$ cat config.mk
export PLATFORM = sky130hd
export DESIGN_NAME = axi_lite_mem_master
export DESIGN_NICKNAME = d
export VERILOG_FILES = /design/src/rtl/axi_lite_mem_master_pkg.sv /design/src/rtl/axi_lite_mem_master.sv
export SDC_FILE = /design/constraint.sdc
export NUM_CORES = 1
export LEC_CHECK = 0
export ABC_AREA = 1
export BUFFER_PORTS_ARGS = -buffer_cell sky130_fd_sc_hd__buf_2
export CORE_MARGIN = 5
export CORE_UTILIZATION = 44
export DETAILED_ROUTE_END_ITERATION = 10
export PLACE_DENSITY = 0.77
export SLEW_MARGIN = 10
export SYNTH_ARGS = -nofsm -noshare
export SYNTH_HDL_FRONTEND = slang
export SYNTH_SLANG_ARGS = --single-unit
$ cat constraint.sdc
create_clock -name i_clk -period 4.2 [get_ports i_clk]
set_input_delay 0.84 -clock i_clk [delete_from_list [all_inputs] [get_ports i_clk]]
set_output_delay 0.84 -clock i_clk [all_outputs]
set_load 0.005 [all_outputs]
$ cat src/rtl/axi_lite_mem_master_pkg.sv
// Shared definitions for the AXI4-Lite memory master: widths, response codes, FSM states.
package axi_lite_mem_master_pkg;

    localparam int unsigned CPU_WIDTH = 32;

    typedef enum logic [1:0] {
        RESP_OKAY   = 2'b00,
        RESP_EXOKAY = 2'b01,
        RESP_SLVERR = 2'b10,
        RESP_DECERR = 2'b11
    } resp_e;

    typedef enum logic [2:0] {
        ST_IDLE  = 3'd0,
        ST_RD_A  = 3'd1,
        ST_RD_D  = 3'd2,
        ST_WR_AW = 3'd3,
        ST_WR_B  = 3'd4
    } state_e;

    // Any response other than OKAY is reported to the CPU as an error.
    function automatic logic resp_is_err(input logic [1:0] resp);
        return resp != RESP_OKAY;
    endfunction

endpackage

$ cat src/rtl/axi_lite_mem_master.sv
// AXI4-Lite initiator: one CPU load/store at a time mapped onto AXI-Lite read/write transactions.
module axi_lite_mem_master
    import axi_lite_mem_master_pkg::*;
#(
    parameter int unsigned      DATA_W    = CPU_WIDTH,
    parameter int unsigned      TMO_W     = 16,
    parameter logic [TMO_W-1:0] TMO_LIMIT = '1
) (
    input  logic                  i_clk,
    input  logic                  i_rst,
    // CPU request / response
    input  logic                  i_req_valid,
    output logic                  o_req_ready,
    input  logic                  i_req_wen,
    input  logic [DATA_W-1:0]     i_req_addr,
    input  logic [DATA_W-1:0]     i_req_wdata,
    input  logic [DATA_W/8-1:0]   i_req_wstrb,
    output logic                  o_rsp_valid,
    output logic [DATA_W-1:0]     o_rsp_rdata,
    output logic                  o_rsp_err,
    output logic                  o_timeout,
    // AXI4-Lite write address / data / response
    output logic [DATA_W-1:0]     awaddr,
    output logic                  awvalid,
    input  logic                  awready,
    output logic [DATA_W-1:0]     wdata,
    output logic [DATA_W/8-1:0]   wstrb,
    output logic                  wvalid,
    input  logic                  wready,
    input  logic [1:0]            bresp,
    input  logic                  bvalid,
    output logic                  bready,
    // AXI4-Lite read address / data
    output logic [DATA_W-1:0]     araddr,
    output logic                  arvalid,
    input  logic                  arready,
    input  logic [DATA_W-1:0]     rdata,
    input  logic [1:0]            rresp,
    input  logic                  rvalid,
    output logic                  rready
);

    localparam int unsigned STRB_W = DATA_W / 8;

    state_e              state, state_d;
    logic [DATA_W-1:0]   addr_q, addr_d;
    logic [DATA_W-1:0]   wdata_d;
    logic [STRB_W-1:0]   wstrb_d;
    logic                aw_done, aw_done_d;
    logic                w_done, w_done_d;
    logic                req_ready_d;
    logic                awvalid_d, wvalid_d, bready_d, arvalid_d, rready_d;
    logic                rsp_valid_d, rsp_err_d;
    logic [DATA_W-1:0]   rsp_rdata_d;
    logic                aw_hs, w_hs, aw_done_n, w_done_n;
    logic [TMO_W-1:0]    tmo_cnt;

    // Both address channels carry the single latched request address.
    assign awaddr = addr_q;
    assign araddr = addr_q;

    // State and all registered outputs.
    always_ff @(posedge i_clk or posedge i_rst) begin
        if (i_rst) begin
            state       <= ST_IDLE;
            addr_q      <= '0;
            wdata       <= '0;
            wstrb       <= '0;
            aw_done     <= 1'b0;
            w_done      <= 1'b0;
            o_req_ready <= 1'b1;
            awvalid     <= 1'b0;
            wvalid      <= 1'b0;
            bready      <= 1'b0;
            arvalid     <= 1'b0;
            rready      <= 1'b0;
            o_rsp_valid <= 1'b0;
            o_rsp_rdata <= '0;
            o_rsp_err   <= 1'b0;
        end else begin
            state       <= state_d;
            addr_q      <= addr_d;
            wdata       <= wdata_d;
            wstrb       <= wstrb_d;
            aw_done     <= aw_done_d;
            w_done      <= w_done_d;
            o_req_ready <= req_ready_d;
            awvalid     <= awvalid_d;
            wvalid      <= wvalid_d;
            bready      <= bready_d;
            arvalid     <= arvalid_d;
            rready      <= rready_d;
            o_rsp_valid <= rsp_valid_d;
            o_rsp_rdata <= rsp_rdata_d;
            o_rsp_err   <= rsp_err_d;
        end
    end

    // Next-state and next-output logic; valids only ever change on a completed handshake.
    always_comb begin
        state_d     = state;
        addr_d      = addr_q;
        wdata_d     = wdata;
        wstrb_d     = wstrb;
        aw_done_d   = aw_done;
        w_done_d    = w_done;
        req_ready_d = o_req_ready;
        awvalid_d   = awvalid;
        wvalid_d    = wvalid;
        bready_d    = bready;
        arvalid_d   = arvalid;
        rready_d    = rready;
        rsp_valid_d = 1'b0;
        rsp_rdata_d = o_rsp_rdata;
        rsp_err_d   = o_rsp_err;

        aw_hs     = awvalid & awready;
        w_hs      = wvalid & wready;
        aw_done_n = aw_done | aw_hs;
        w_done_n  = w_done | w_hs;

        case (state)
            ST_IDLE: begin
                if (i_req_valid && o_req_ready) begin
                    addr_d      = i_req_addr;
                    wdata_d     = i_req_wdata;
                    wstrb_d     = i_req_wstrb;
                    req_ready_d = 1'b0;
                    if (i_req_wen) begin
                        awvalid_d = 1'b1;
                        wvalid_d  = 1'b1;
                        aw_done_d = 1'b0;
                        w_done_d  = 1'b0;
                        state_d   = ST_WR_AW;
                    end else begin
                        arvalid_d = 1'b1;
                        state_d   = ST_RD_A;
                    end
                end
            end
            ST_RD_A: begin
                if (arvalid && arready) begin
                    arvalid_d = 1'b0;
                    rready_d  = 1'b1;
                    state_d   = ST_RD_D;
                end
            end
            ST_RD_D: begin
                if (rvalid && rready) begin
                    rsp_valid_d = 1'b1;
                    rsp_rdata_d = rdata;
                    rsp_err_d   = resp_is_err(rresp);
                    rready_d    = 1'b0;
                    req_ready_d = 1'b1;
                    state_d     = ST_IDLE;
                end
            end
            ST_WR_AW: begin
                aw_done_d = aw_done_n;
                w_done_d  = w_done_n;
                if (aw_hs) awvalid_d = 1'b0;
                if (w_hs)  wvalid_d  = 1'b0;
                if (aw_done_n && w_done_n) begin
                    bready_d = 1'b1;
                    state_d  = ST_WR_B;
                end
            end
            ST_WR_B: begin
                if (bvalid && bready) begin
                    rsp_valid_d = 1'b1;
                    rsp_rdata_d = '0;
                    rsp_err_d   = resp_is_err(bresp);
                    bready_d    = 1'b0;
                    req_ready_d = 1'b1;
                    state_d     = ST_IDLE;
                end
            end
            default: begin
                state_d     = ST_IDLE;
                req_ready_d = 1'b1;
                awvalid_d   = 1'b0;
                wvalid_d    = 1'b0;
                bready_d    = 1'b0;
                arvalid_d   = 1'b0;
                rready_d    = 1'b0;
            end
        endcase
    end

    // Watchdog: counts busy cycles per transaction; flags a stuck slave without aborting.
    always_ff @(posedge i_clk or posedge i_rst) begin
        if (i_rst) begin
            tmo_cnt   <= '0;
            o_timeout <= 1'b0;
        end else begin
            if (state == ST_IDLE) begin
                tmo_cnt <= '0;
            end else if (tmo_cnt != '1) begin
                tmo_cnt <= tmo_cnt + TMO_W'(1);
            end
            if (state != ST_IDLE && tmo_cnt == TMO_LIMIT) begin
                o_timeout <= 1'b1;
            end
        end
    end

endmodule

==> Yosys cells after proc, flatten, opt, wreduce, memory -nomap -nowiden <==
Cells that the tools add are included.
{ "totals": {"regBits": 130, "inputBits": 113, "out_inout_bits": 141, "elab_cells": 112} }
{ "classes": {"eq_ne": 15, "bitwise_logic": 9, "reduce_logical": 28, "n_addsub": 1, "mux": 42} }
{ "ops": {"columns": ["op", "n"], "rows": [
  ["2-to-1 mux 32 bit", 2],
  ["case mux 32 bit (2 select lines)", 1],
  ["2-to-1 mux 16 bit", 2],
  ["2-to-1 mux 1 bit", 20],
  ["!= test 2 bit (second input constant)", 9],
  ["adder 16 x 1 -> 16 bit (second input constant)", 1],
  ["== test 16 bit (second input constant)", 1],
  ["!= test 16 bit (second input constant)", 1],
  ["AND reduction 4 bit", 4],
  ["2-to-1 mux 3 bit", 5],
  ["case mux 1 bit (3 select lines)", 5],
  ["case mux 3 bit (5 select lines)", 1],
  ["AND reduction 3 bit", 4],
  ["OR reduction 3 bit", 4],
  ["nonzero test 2 bit", 5],
  ["case mux 1 bit (2 select lines)", 4],
  ["== test 3 x 2 -> 1 bit (second input constant)", 2],
  ["logical AND 1 bit", 6],
  ["NOT 1 bit", 5],
  ["AND reduction 5 bit", 1],
  ["case mux 1 bit (4 select lines)", 1],
  ["== test 3 x 1 -> 1 bit (second input constant)", 1],
  ["== test 3 bit (second input constant)", 1],
  ["zero test 3 bit", 1],
  ["other kinds (6)", 8]
]} }

==> Longest topological paths before layout <==
Gate-level depths: netlist of the first run.
{ "depth": {"depth_word": 5, "depth_mapped": 10, "ltp_nobuf": 9} }

==> Worst setup path after synthesis of the first run <==
OpenSTA, ideal clock, no wires.
{ "synth_path": {"path_type": "input to register", "startpoint": "input bvalid", "endpoint": "register o_rsp_rdata[4]", "path_slack_ns": 2.657, "required_time_ns": 4.126, "arrival_time_ns": 1.469, "path_stages": 6, "setup_ns": 0.074, "n_path_buf": 2, "path_cell_list": "nand2_1 o21ai_2 buf_6 buf_8 nand3_2 o21ai_2"} }
{ "synth_between": {"elab_chain_len": 3} }
{ "synth_lines": {"columns": ["element", "line", "text"], "rows": [
  ["start, declared", "axi_lite_mem_master.sv:31", "input logic bvalid,"],
  ["logical AND 1 bit", "axi_lite_mem_master.sv:169", "if (bvalid && bready) begin"],
  ["!= test 2 bit (no line)", null, null],
  ["AND reduction 3 bit (no line)", null, null],
  ["end signal, assigned", "axi_lite_mem_master.sv:94", "o_rsp_rdata <= rsp_rdata_d;"],
  ["end, declared", "axi_lite_mem_master.sv:19", "output logic [DATA_W-1:0] o_rsp_rdata,"]
]} }
Every way passes these cells.
A chain may end at the register's enable or synchronous reset.

==> Final worst setup path of the first run <==
{ "layout_path": {"startpoint": "register state[1]", "endpoint": "register wstrb[2]"} }
{ "layout_between": {"elab_chain_len": 2} }
{ "layout_lines": {"columns": ["element", "line", "text"], "rows": [
  ["start, declared", "axi_lite_mem_master.sv:45", "state_e state, state_d;"],
  ["start signal, assigned", "axi_lite_mem_master.sv:81", "state <= state_d;"],
  ["zero test 3 bit", "axi_lite_mem_master.sv:122", "case (state)"],
  ["AND reduction 2 bit (no line)", null, null],
  ["end signal, assigned", "axi_lite_mem_master.sv:84", "wstrb <= wstrb_d;"],
  ["end, declared", "axi_lite_mem_master.sv:27", "output logic [DATA_W/8-1:0] wstrb,"]
]} }
Every way passes these cells.

==> results of run 1 <==
[power breakdown]
group | internal [mW] | total [mW] | switching [mW]
Combinational | 0.887 | 1.98 | 1.09
Sequential | 1.79 | 2.16 | 0.363
Clock | 0.869 | 1.41 | 0.544
Total | 3.55 | 5.55 | 2.00
[metal layers]
| metal | part of all wire | vias up |
|---|---|---|
| li1 | - | 2593 |
| met4 | 0.018 | 0 |
| met5 | 0 | - |
| met1 | 0.40 | 2364 |
| met2 | 0.51 | 164 |
| met3 | 0.072 | 20 |
[layout make-up]
class | count | area, um^2 | area share
well taps | 180 | 225 | 0.0285
clock inverters | 14 | 141 | 0.0179
flip-flops and latches | 130 | 3250 | 0.412
repair buffers | 256 | 1310 | 0.166
inverters | 123 | 470 | 0.0596
clock buffers | 18 | 429 | 0.0543
multi-input cells | 392 | 2060 | 0.261
[through the flow]
stage	total power [mW]	hold WS (ps)
after floorplan	3.47	442
after global placement	4.12	452
after detailed placement	4.20	450
after CTS	5.63	472
after global routing	5.99	489
final	5.55	470
[registers in the layout, summed over array words and instances, names as in the netlist, 3 cells and up]
name and cells:
araddr 32, o_rsp_rdata 32, state 3, tmo_cnt 16
wdata 32, wstrb 4
[layout by cell type (no fill, tap or decap), types with 4 or more instances in the layout]
master	count
nand3_1	49
clkbuf_16	17
dfrtp_1	129
nand2_2	20
or2_2	4
clkinv_4	6
nand4_1	7
o21ai_2	34
o21ai_1	13
inv_1	119
buf_2	253
nand2_1	147
nor2_1	28
clkinv_2	6
nand3_2	16
o21ai_0	63
[logic make-up (layout without fill, tap and decap cells)]
logic type                 Yosys count  count (layout)
DFF                                130             130
adders and majority gates            1               1
buffers and inverters              184             411
and+or+nand+nor                    277             277
AOI/OAI and AO/OA                  114             114
[final timing paths]
path,from,endpoint,cells after the start
worst max-delay path,state[1],wstrb[2],6
worst min-delay path,o_timeout,o_timeout,2
worst max register to register,state[1],wstrb[2],6
worst min register to register,o_timeout,o_timeout,2
max in group asynchronous,i_rst,araddr[8],3
min in group asynchronous,i_rst,o_rsp_rdata[24],3
[critical path, stage by stage (launching register included)]
cell,delay [ps]
dfrtp_1,500
clkinv_4,110
nand2_4,70
nor2_8,160
nand3_4,580
buf_12,460
o21ai_0,230
==> qor.yml, run 1 <==
status: "finished clean"
ys_ff_latch: 130
yosysTopAreaCell: "dfrtp_1"
die_h_um: 129
cts_max_level: 4
grt_max_degree: 131
grtUsageMet1: 0.216
worstPathArrival_ps: 2590
yosys.area.top_type_share: 0.519
hp-class: "flip-flop to flip-flop"
postRouteAntennaNets: 0
grt-busiest-layer: "met2"
worstSetupStartpointType: "flip-flop"
vias: 5141
cts_root_buf: "clkbuf_16"
hold_violations: 0
synth_area_mm2: 0.00622
final_nets: 1034
routed_wl_mm: 14.9
drv_cap: 0
synth_fp_nets: 820
placed_area_mm2: 0.00733
clk_latency_ps: 420
grt_usage: 0.176
pwr_density_cell_mw_per_mm2: 703
dr.pass1.iters: 4
worst_slack_ps: 1930
die-width_um: 129
grt_pass1_wl_mm: 23.2
post-place-ws_ps: 1860
synth_top_family_by_area: "simple AND/OR/NAND/NOR gates"
yosys-top-cells-area: "dfrtp_1 52%, nand2_1 8.9%, inv_1 7.2%"
wl_per_cell_um: 13.4
postCtsSetupBuffers: 0
ctsResizeCount: 0
ys_warn_count: 0
cts_buffers: 17
cts_tree: "built"
syn_to_final_growth_pct: 26.9
syn_inst: 706
peakVddDrop_mv: 0.265
final.fill_count: 1246
synth_fa_ha_area_frac: 0.00201
postCtsHoldBufs: 0
grt_use_met3: 0.0444
core_mm2: 0.0139
post-synth-top-count-cell: "nand2_1"
ioPinCount: 254
fin_crit_ps: 2270
finalMaxSlewViolations: 0
max_freq_mhz: 440
clock_sinks: 130
tightestPinTransition_ps: 783
io_buffers: 253
clk_pin_slew_ps: 50
grt_use_met2: 0.300
tns_ps: 0
max_slew_margin: 0.478
numPlacedInstances: 1081
ys_seq_area_frac: 0.523
routabilityCongestion: 0.830
synthTopCellsByCount: "147 x nand2_1, 129 x dfrtp_1, 120 x inv_1"
critPathKind: "flip-flop to flip-flop"
p_leak_nw: 4.45
hpwlAfterDp_mm: 11.0
grt_pass1_vias: 4812
num_rows: 43
synth-compound-area-share: 0.114
rrSetupSlack_ps: 1930
antenna_found_initial: 0
synth_ff_type: "dfrtp_1"
synth-edff-count: 0
cts_buffer_depth: 2
ys_types: 28
drcViolationCount: 0
synthArstFlopShare: 1.00
n_antenna_cell: 0
endpoint_kind: "flip-flop"
overflow: 0
instances_no_fill: 1113
synthMuxAreaShare: 0
final_util: 0.569
initial_utilization: 0.448
die_area_mm2: 0.0166
drt_iter0_drc: 297
vias_per_cell: 4.62
skew_ps: 9.14
final_cell_area_mm2: 0.00790
synth-xor-area-share: 0
critical_path_required_ps: 4510
synthSimpleGateAreaFrac: 0.213
rsz0062_at_grt: "no"
fin_crit_sh: 0.541
final_layout_size_suffix_gt1_frac: 0.400
postSynthAreaPerCell_um2: 8.82
path_max_fanout: 75
setup_violations: 0
(Power assumes the default switching activity.)
==> run 2: changes to the inputs <==
Clock period 4.2 ns to 2 ns, I/O delays scaled along.
==> run 2 against run 1 <==
Clock power is 110% higher; register-to-register slack worse by 1700 ps; non-clock buffer count is 11 higher; clock-buffer cell count increased by 4; final cell count grew 0.72%; final area rose by 1.4%; wire length decreased by 0.54%; sequential cell count unchanged; critical path type unchanged; critical endpoint is now wvalid; largest power group unchanged.
==> qor.yml, run 2 (synthesized netlist as in run 1, its figures left out) <==
status: "finished clean"  # unchanged
grt_pass1_vias: 4841  # was 4,812
peakVddDrop_mv: 0.532  # was 0.265 mV
vias: 5127  # was 5,141
critPathTopFamily: "simple AND/OR/NAND/NOR gates"  # unchanged
finalMaxSlewViolations: 0  # unchanged
clk_latency_ps: 400  # was 420 ps
crit_path_frequent_cell: "nand2_1"
postRouteAntennaNets: 0  # unchanged
die-width_um: 129  # unchanged
num_rows: 43  # unchanged
hp-class: "primary input to flip-flop"  # was flip-flop to flip-flop
cts_buffers: 17  # unchanged
final_cell_mix: "253 x buf_2, 147 x nand2_1, 129 x dfrtp_1"  # unchanged
drv_cap: 0  # unchanged
instances_no_fill: 1121  # was 1,113
die_area_mm2: 0.0166  # unchanged
postCtsSetupBuffers: 0  # unchanged
syn_to_final_growth_pct: 28.7  # was 26.9%
wl_per_cell_um: 13.3  # was 13.4 um
p_leak_nw: 4.51  # was 4.45 nW
final_layout_size_suffix_gt1_frac: 0.402  # was 0.400
routed_wl_mm: 14.9  # about the same
clk_pin_slew_ps: 50  # about the same
worst_slack_ps: 276  # was 1930 ps
clock_sinks: 130  # unchanged
grt_max_degree: 54  # was 131
cts_tree: "built"  # unchanged
rsz0062_at_grt: "no"  # unchanged
dr.pass1.iters: 4  # unchanged
crit_buf_inv: 1  # was 2
grt_pass1_wl_mm: 23.2  # about the same
hold_ws_ps: 229  # was 470 ps
drt_iter0_drc: 317  # was 297
numPlacedInstances: 1091  # was 1,081
final_nets: 1045  # was 1,034
worstPathArrival_ps: 2020  # was 2590 ps
slowest_delay_ps: 550  # was 580 ps
hold_violations: 0  # unchanged
final.fill_count: 1220  # was 1,246
cts_root_buf: "clkbuf_16"  # unchanged
max_slew_margin: 0.693  # was 0.478
overflow: 0  # unchanged
crit_path_cell_trace: "nor2_4 -> nand2_4 -> buf_4 -> nand2_1 -> nor2_1 -> nand2_1 -> nand2_1 -> nand2_1"  # was clkinv_4 -> nand2_4 -> nor2_8 -> nand3_4 -> buf_12 -> o21ai_0
cts_buffer_depth: 2  # unchanged
worstSetupStartpointType: "flip-flop"  # unchanged
endpoint_kind: "flip-flop"  # unchanged
max_freq_mhz: 580  # was 440 MHz
n_antenna_cell: 0  # unchanged
path_max_fanout: 36  # was 75
antenna_found_initial: 0  # unchanged
critical_path_required_ps: 2300  # was 4510 ps
post-place-ws_ps: 313  # was 1860 ps
tightestPinTransition_ps: 459  # was 783 ps
routabilityCongestion: 0.837  # was 0.830
critPathKind: "flip-flop to flip-flop"  # unchanged
core_mm2: 0.0139  # unchanged
drcViolationCount: 0  # unchanged
fin_crit_ps: 1720  # was 2270 ps
cp_slowest_cell: "dfrtp_1"  # was nand3_4
ioPinCount: 254  # unchanged
pwr_density_cell_mw_per_mm2: 1460  # was 703 mW/mm^2
vias_per_cell: 4.57  # was 4.62
grt_usage: 0.175  # was 0.176
setup_violations: 0  # unchanged
layout_commonest_cell: "buf_2"  # unchanged
skew_ps: 5.76  # was 9.14 ps
hpwlAfterDp_mm: 11.3  # was 11.0 mm
power_mw: 11.7  # was 5.55 mW
die_h_um: 129  # unchanged
initial_utilization: 0.448  # unchanged
io_buffers: 253  # unchanged
tns_ps: 0  # unchanged
cts_max_level: 4  # unchanged
fin_crit_sh: 0.862  # was 0.541
-- run 2: cell count changes in the layout (fill, tap and decap cells not counted), sizes merged --
cell         previous run  this run
clkbuf                 18        22
dlygate4sd3             0         1
clkinvlp                2         1
clkinv                 12         6
buf                   256       266
-- run 2: final cells by class --
cell class	instances	area [um^2]	share of cell area
tap	180	225	0.0281
inverter	123	470	0.0587
sequential	130	3250	0.406
clock inverter	7	85.1	0.0106
timing repair buffer	267	1450	0.181
multi-input combinational	392	2060	0.258
clock buffer	22	464	0.0579
-- run 2: power by group --
group          switching [mW]  internal, mW  leakage (nW)
clock                    1.03          1.87         0.275
combinational            2.32          1.95          2.60
sequential              0.744          3.77          1.63
total                    4.10          7.59          4.51
-- run 2: per-stage QoR --
| step | cell area (um^2) | util |
|---|---|---|
| after detailed placement | 7450 | 0.537 |
| final | 8010 | 0.577 |
| after floorplan | 6230 | - |
| after global placement | 7450 | 0.537 |
| after CTS | 8010 | 0.577 |
| after global routing | 8010 | 0.577 |
-- run 2: worst paths after layout --
check	start	to	slack, ps	cells after the start
max reg2reg	state[1]	wvalid	280	8
max	state[1]	wvalid	280	8
max in group asynchronous	i_rst	o_req_ready	910	4
min in group asynchronous	i_rst	o_rsp_rdata[28]	500	3
min	i_req_wdata[22]	wdata[22]	230	3
min reg2reg	o_timeout	o_timeout	470	2
-- run 2: repair_timing --
| action | CTS | global route |
|---|---|---|
| endpoints found under the hold margin | 8 | 0 |
| endpoints found under the setup margin | 0 | 0 |
| hold buffers | 1 | 0 |
| resized for setup | 0 | 0 |
-- run 2: worst min-delay path, delay by kind of cell --
| kind | cells | cell delay, ps |
|---|---|---|
| buffers and inverters | 2 | 130 |
| AOI/OAI and AO/OA | 1 | 60 |
-- run 2: metal layers --
metal	vias to the layer above	wire length, um	GRT usage
met5	-	0	0
met4	0	241	0.0599
met3	22	1050	0.0419
met2	163	7530	0.298
met1	2334	6040	0.220
li1	2608	-	-
==> run 3: changes to the inputs <==
Settings changed: ABC_AREA 1 to unset, CORE_UTILIZATION 44 to 25, PLACE_DENSITY 0.77 to unset.
==> run 3 against run 2 <==
Combinational power increased by 28%; clock-buffer cell count fell by 2; clock power is 2% higher; synthesized area decreased by 6.8%; largest cell class unchanged.
==> qor.yml, run 3 <==
max_freq_mhz: 539  # was 580 MHz
vias: 4440  # was 5,127
setup_violations: 0  # unchanged
critPathTopFamily: "simple AND/OR/NAND/NOR gates"  # unchanged
syn_inst: 450  # was 706
endpoint_kind: "flip-flop"  # unchanged
vias_per_cell: 4.39  # was 4.57
cp_slowest_cell: "or4_1"  # was dfrtp_1
synth_ff_type: "dfrtp_1"  # unchanged
clk_pin_slew_ps: 60  # was 50 ps
yosys-top-cells-area: "dfrtp_1 56%, mux2_2 13%, a21bo_2 5.5%"  # was dfrtp_1 52%, nand2_1 8.9%, inv_1 7.2%
path_max_fanout: 11  # was 36
num_rows: 55  # was 43
final_layout_size_suffix_gt1_frac: 0.605  # was 0.402
io_buffers: 253  # unchanged
dr.pass1.iters: 4  # unchanged
hpwlAfterDp_mm: 11.0  # was 11.3 mm
skew_ps: 9.29  # was 5.76 ps
power_mw: 12.9  # was 11.7 mW
cts_buffers: 17  # unchanged
worstSetupStartpointType: "flip-flop"  # unchanged
postRouteAntennaNets: 0  # unchanged
grt_use_met3: 0.0509  # was 0.0419
postSynthAreaPerCell_um2: 12.9  # was 8.82 um^2
yosysTopAreaCell: "dfrtp_1"  # unchanged
post-synth-top-count-cell: "dfrtp_1"  # was nand2_1
crit_buf_inv: 1  # unchanged
pwr_density_cell_mw_per_mm2: 1640  # was 1460 mW/mm^2
routabilityCongestion: 0.767  # was 0.837
crit_path_cell_trace: "ha_1 -> nand4_1 -> nor4_2 -> buf_4 -> or4_1 -> a21oi_1"  # was nor2_4 -> nand2_4 -> buf_4 -> nand2_1 -> nor2_1 -> nand2_1 -> nand2_1 -> nand2_1
layout_commonest_cell: "buf_2"  # unchanged
cts_max_level: 4  # unchanged
final_cell_mix: "253 x buf_2, 129 x dfrtp_1, 69 x mux2_2"  # was 253 x buf_2, 147 x nand2_1, 129 x dfrtp_1
finalMaxSlewViolations: 0  # unchanged
grt_usage: 0.114  # was 0.175
grt_pass1_vias: 4551  # was 4,841
ys_warn_count: 0  # unchanged
n_antenna_cell: 0  # unchanged
cts_buffer_depth: 2  # unchanged
syn_to_final_growth_pct: 35.8  # was 28.7%
routed_wl_mm: 15.1  # was 14.9 mm
initial_utilization: 0.255  # was 0.448
hp-class: "primary input to flip-flop"  # unchanged
grt_max_degree: 67  # was 54
cts_root_buf: "clkbuf_16"  # unchanged
final_nets: 800  # was 1,045
p_leak_nw: 3.79  # was 4.51 nW
grt_use_met2: 0.180  # was 0.298
grtUsageMet1: 0.138  # was 0.220
ioPinCount: 254  # unchanged
max_slew_margin: 0.650  # was 0.693
worstPathArrival_ps: 2190  # was 2020 ps
critPathKind: "flip-flop to flip-flop"  # unchanged
post-place-ws_ps: 180  # was 313 ps
hold_violations: 0  # unchanged
critical_path_required_ps: 2340  # was 2300 ps
clock_sinks: 130  # unchanged
rsz0062_at_grt: "yes"  # was no
instances_no_fill: 1012  # was 1,121
postCtsSetupBuffers: 0  # unchanged
synth-edff-count: 0  # unchanged
slowest_delay_ps: 460  # was 550 ps
status: "finished clean"  # unchanged
ys_ff_latch: 130  # unchanged
ys_types: 56  # was 28
fin_crit_ps: 1860  # was 1720 ps
overflow: 0  # unchanged
final_util: 0.346  # was 0.577
worst_slack_ps: 145  # was 276 ps
grt_pass1_wl_mm: 24.0  # was 23.2 mm
tightestPinTransition_ps: 521  # was 459 ps
peakVddDrop_mv: 0.667  # was 0.532 mV
synthArstFlopShare: 1.00  # unchanged
drcViolationCount: 0  # unchanged
drv_cap: 0  # unchanged
cts_tree: "built"  # unchanged
antenna_found_initial: 0  # unchanged
fin_crit_sh: 0.928  # was 0.862
ys_seq_area_frac: 0.561  # was 0.523
drt_iter0_drc: 174  # was 317
clk_latency_ps: 420  # was 400 ps
numPlacedInstances: 979  # was 1,091
core_mm2: 0.0228  # was 0.0139 mm^2
grt-busiest-layer: "met2"  # unchanged
wl_per_cell_um: 14.9  # was 13.3 um
synthTopCellsByCount: "129 x dfrtp_1, 69 x mux2_2, 40 x buf_4"  # was 147 x nand2_1, 129 x dfrtp_1, 120 x inv_1
die_h_um: 162  # was 129 um
die-width_um: 162  # was 129 um
die_area_mm2: 0.0264  # was 0.0166 mm^2
yosys.area.top_type_share: 0.556  # was 0.519
synth_fp_nets: 564  # was 820
synth_area_mm2: 0.00580  # was 0.00622 mm^2
-- run 3: cell count changes after synthesis, sizes merged, moves of 8 or more --
cell   before  now
a21bo       0   32
a21oi       0    8
inv       122    7
mux2        0   69
nand2     169   14
nand3      66    6
nand4       7   36
nor2       31   13
nor3        0    8
o21ai     111    6
-- run 3: cell families after synthesis --
kind of cell,count (synthesis),share of synthesized area
flip-flops,130,0.561
buffers and inverters,65,0.0720
adder cells (fa/ha/maj),1,0.00216
XOR/XNOR,4,0.00604
AO/OA/AOI/OAI,76,0.114
AND/OR/NAND/NOR,103,0.108
multiplexers,71,0.137
-- run 3: power by group --
group	internal (mW)	switching (mW)	total [mW]	leakage, nW
clock	1.74	1.20	2.95	0.259
combinational	2.93	2.53	5.46	1.93
sequential	3.82	0.679	4.50	1.60
-- run 3: timing repair --
item	CTS	global route
hold buffers	1	0
hold endpoints to repair	9	0
resized for setup	0	1
setup endpoints to repair	0	2
-- run 3: stage by stage --
| stage | setup TNS [ps] | hold slack [ps] | cell area, um^2 |
|---|---|---|---|
| floorplan | -1080 | 451 | 5810 |
| global placement | 0 | 387 | 7310 |
| detailed placement | 0 | 387 | 7310 |
| CTS | 0 | 168 | 7880 |
| global route | -36.9 | 164 | 7880 |
| finish | 0 | 192 | 7880 |
-- run 3: layer usage --
layer  share of wire  wire length (um)
met1            0.41              6190
met4           0.018               265
met3           0.096              1450
met2            0.48              7180
met5               0                 0
-- run 3: area by class of cell --
type,instances,area (um^2)
inverter,7,30.0
multi-input combinational,255,2140
fill,2282,14900
timing repair buffer,275,1510
clock buffer,20,447
sequential,130,3250
tap,313,392
clock inverter,12,109
-- run 3: worst paths after layout --
check	startpoint	to	slack [ps]	cells after the start
max	tmo_cnt[0]	tmo_cnt[7]	140	6
min	awready	awvalid	190	2
max reg2reg	tmo_cnt[0]	tmo_cnt[7]	140	6
min reg2reg	o_timeout	o_timeout	470	1
max in group asynchronous	i_rst	o_rsp_rdata[14]	840	4
min in group asynchronous	i_rst	araddr[16]	500	3
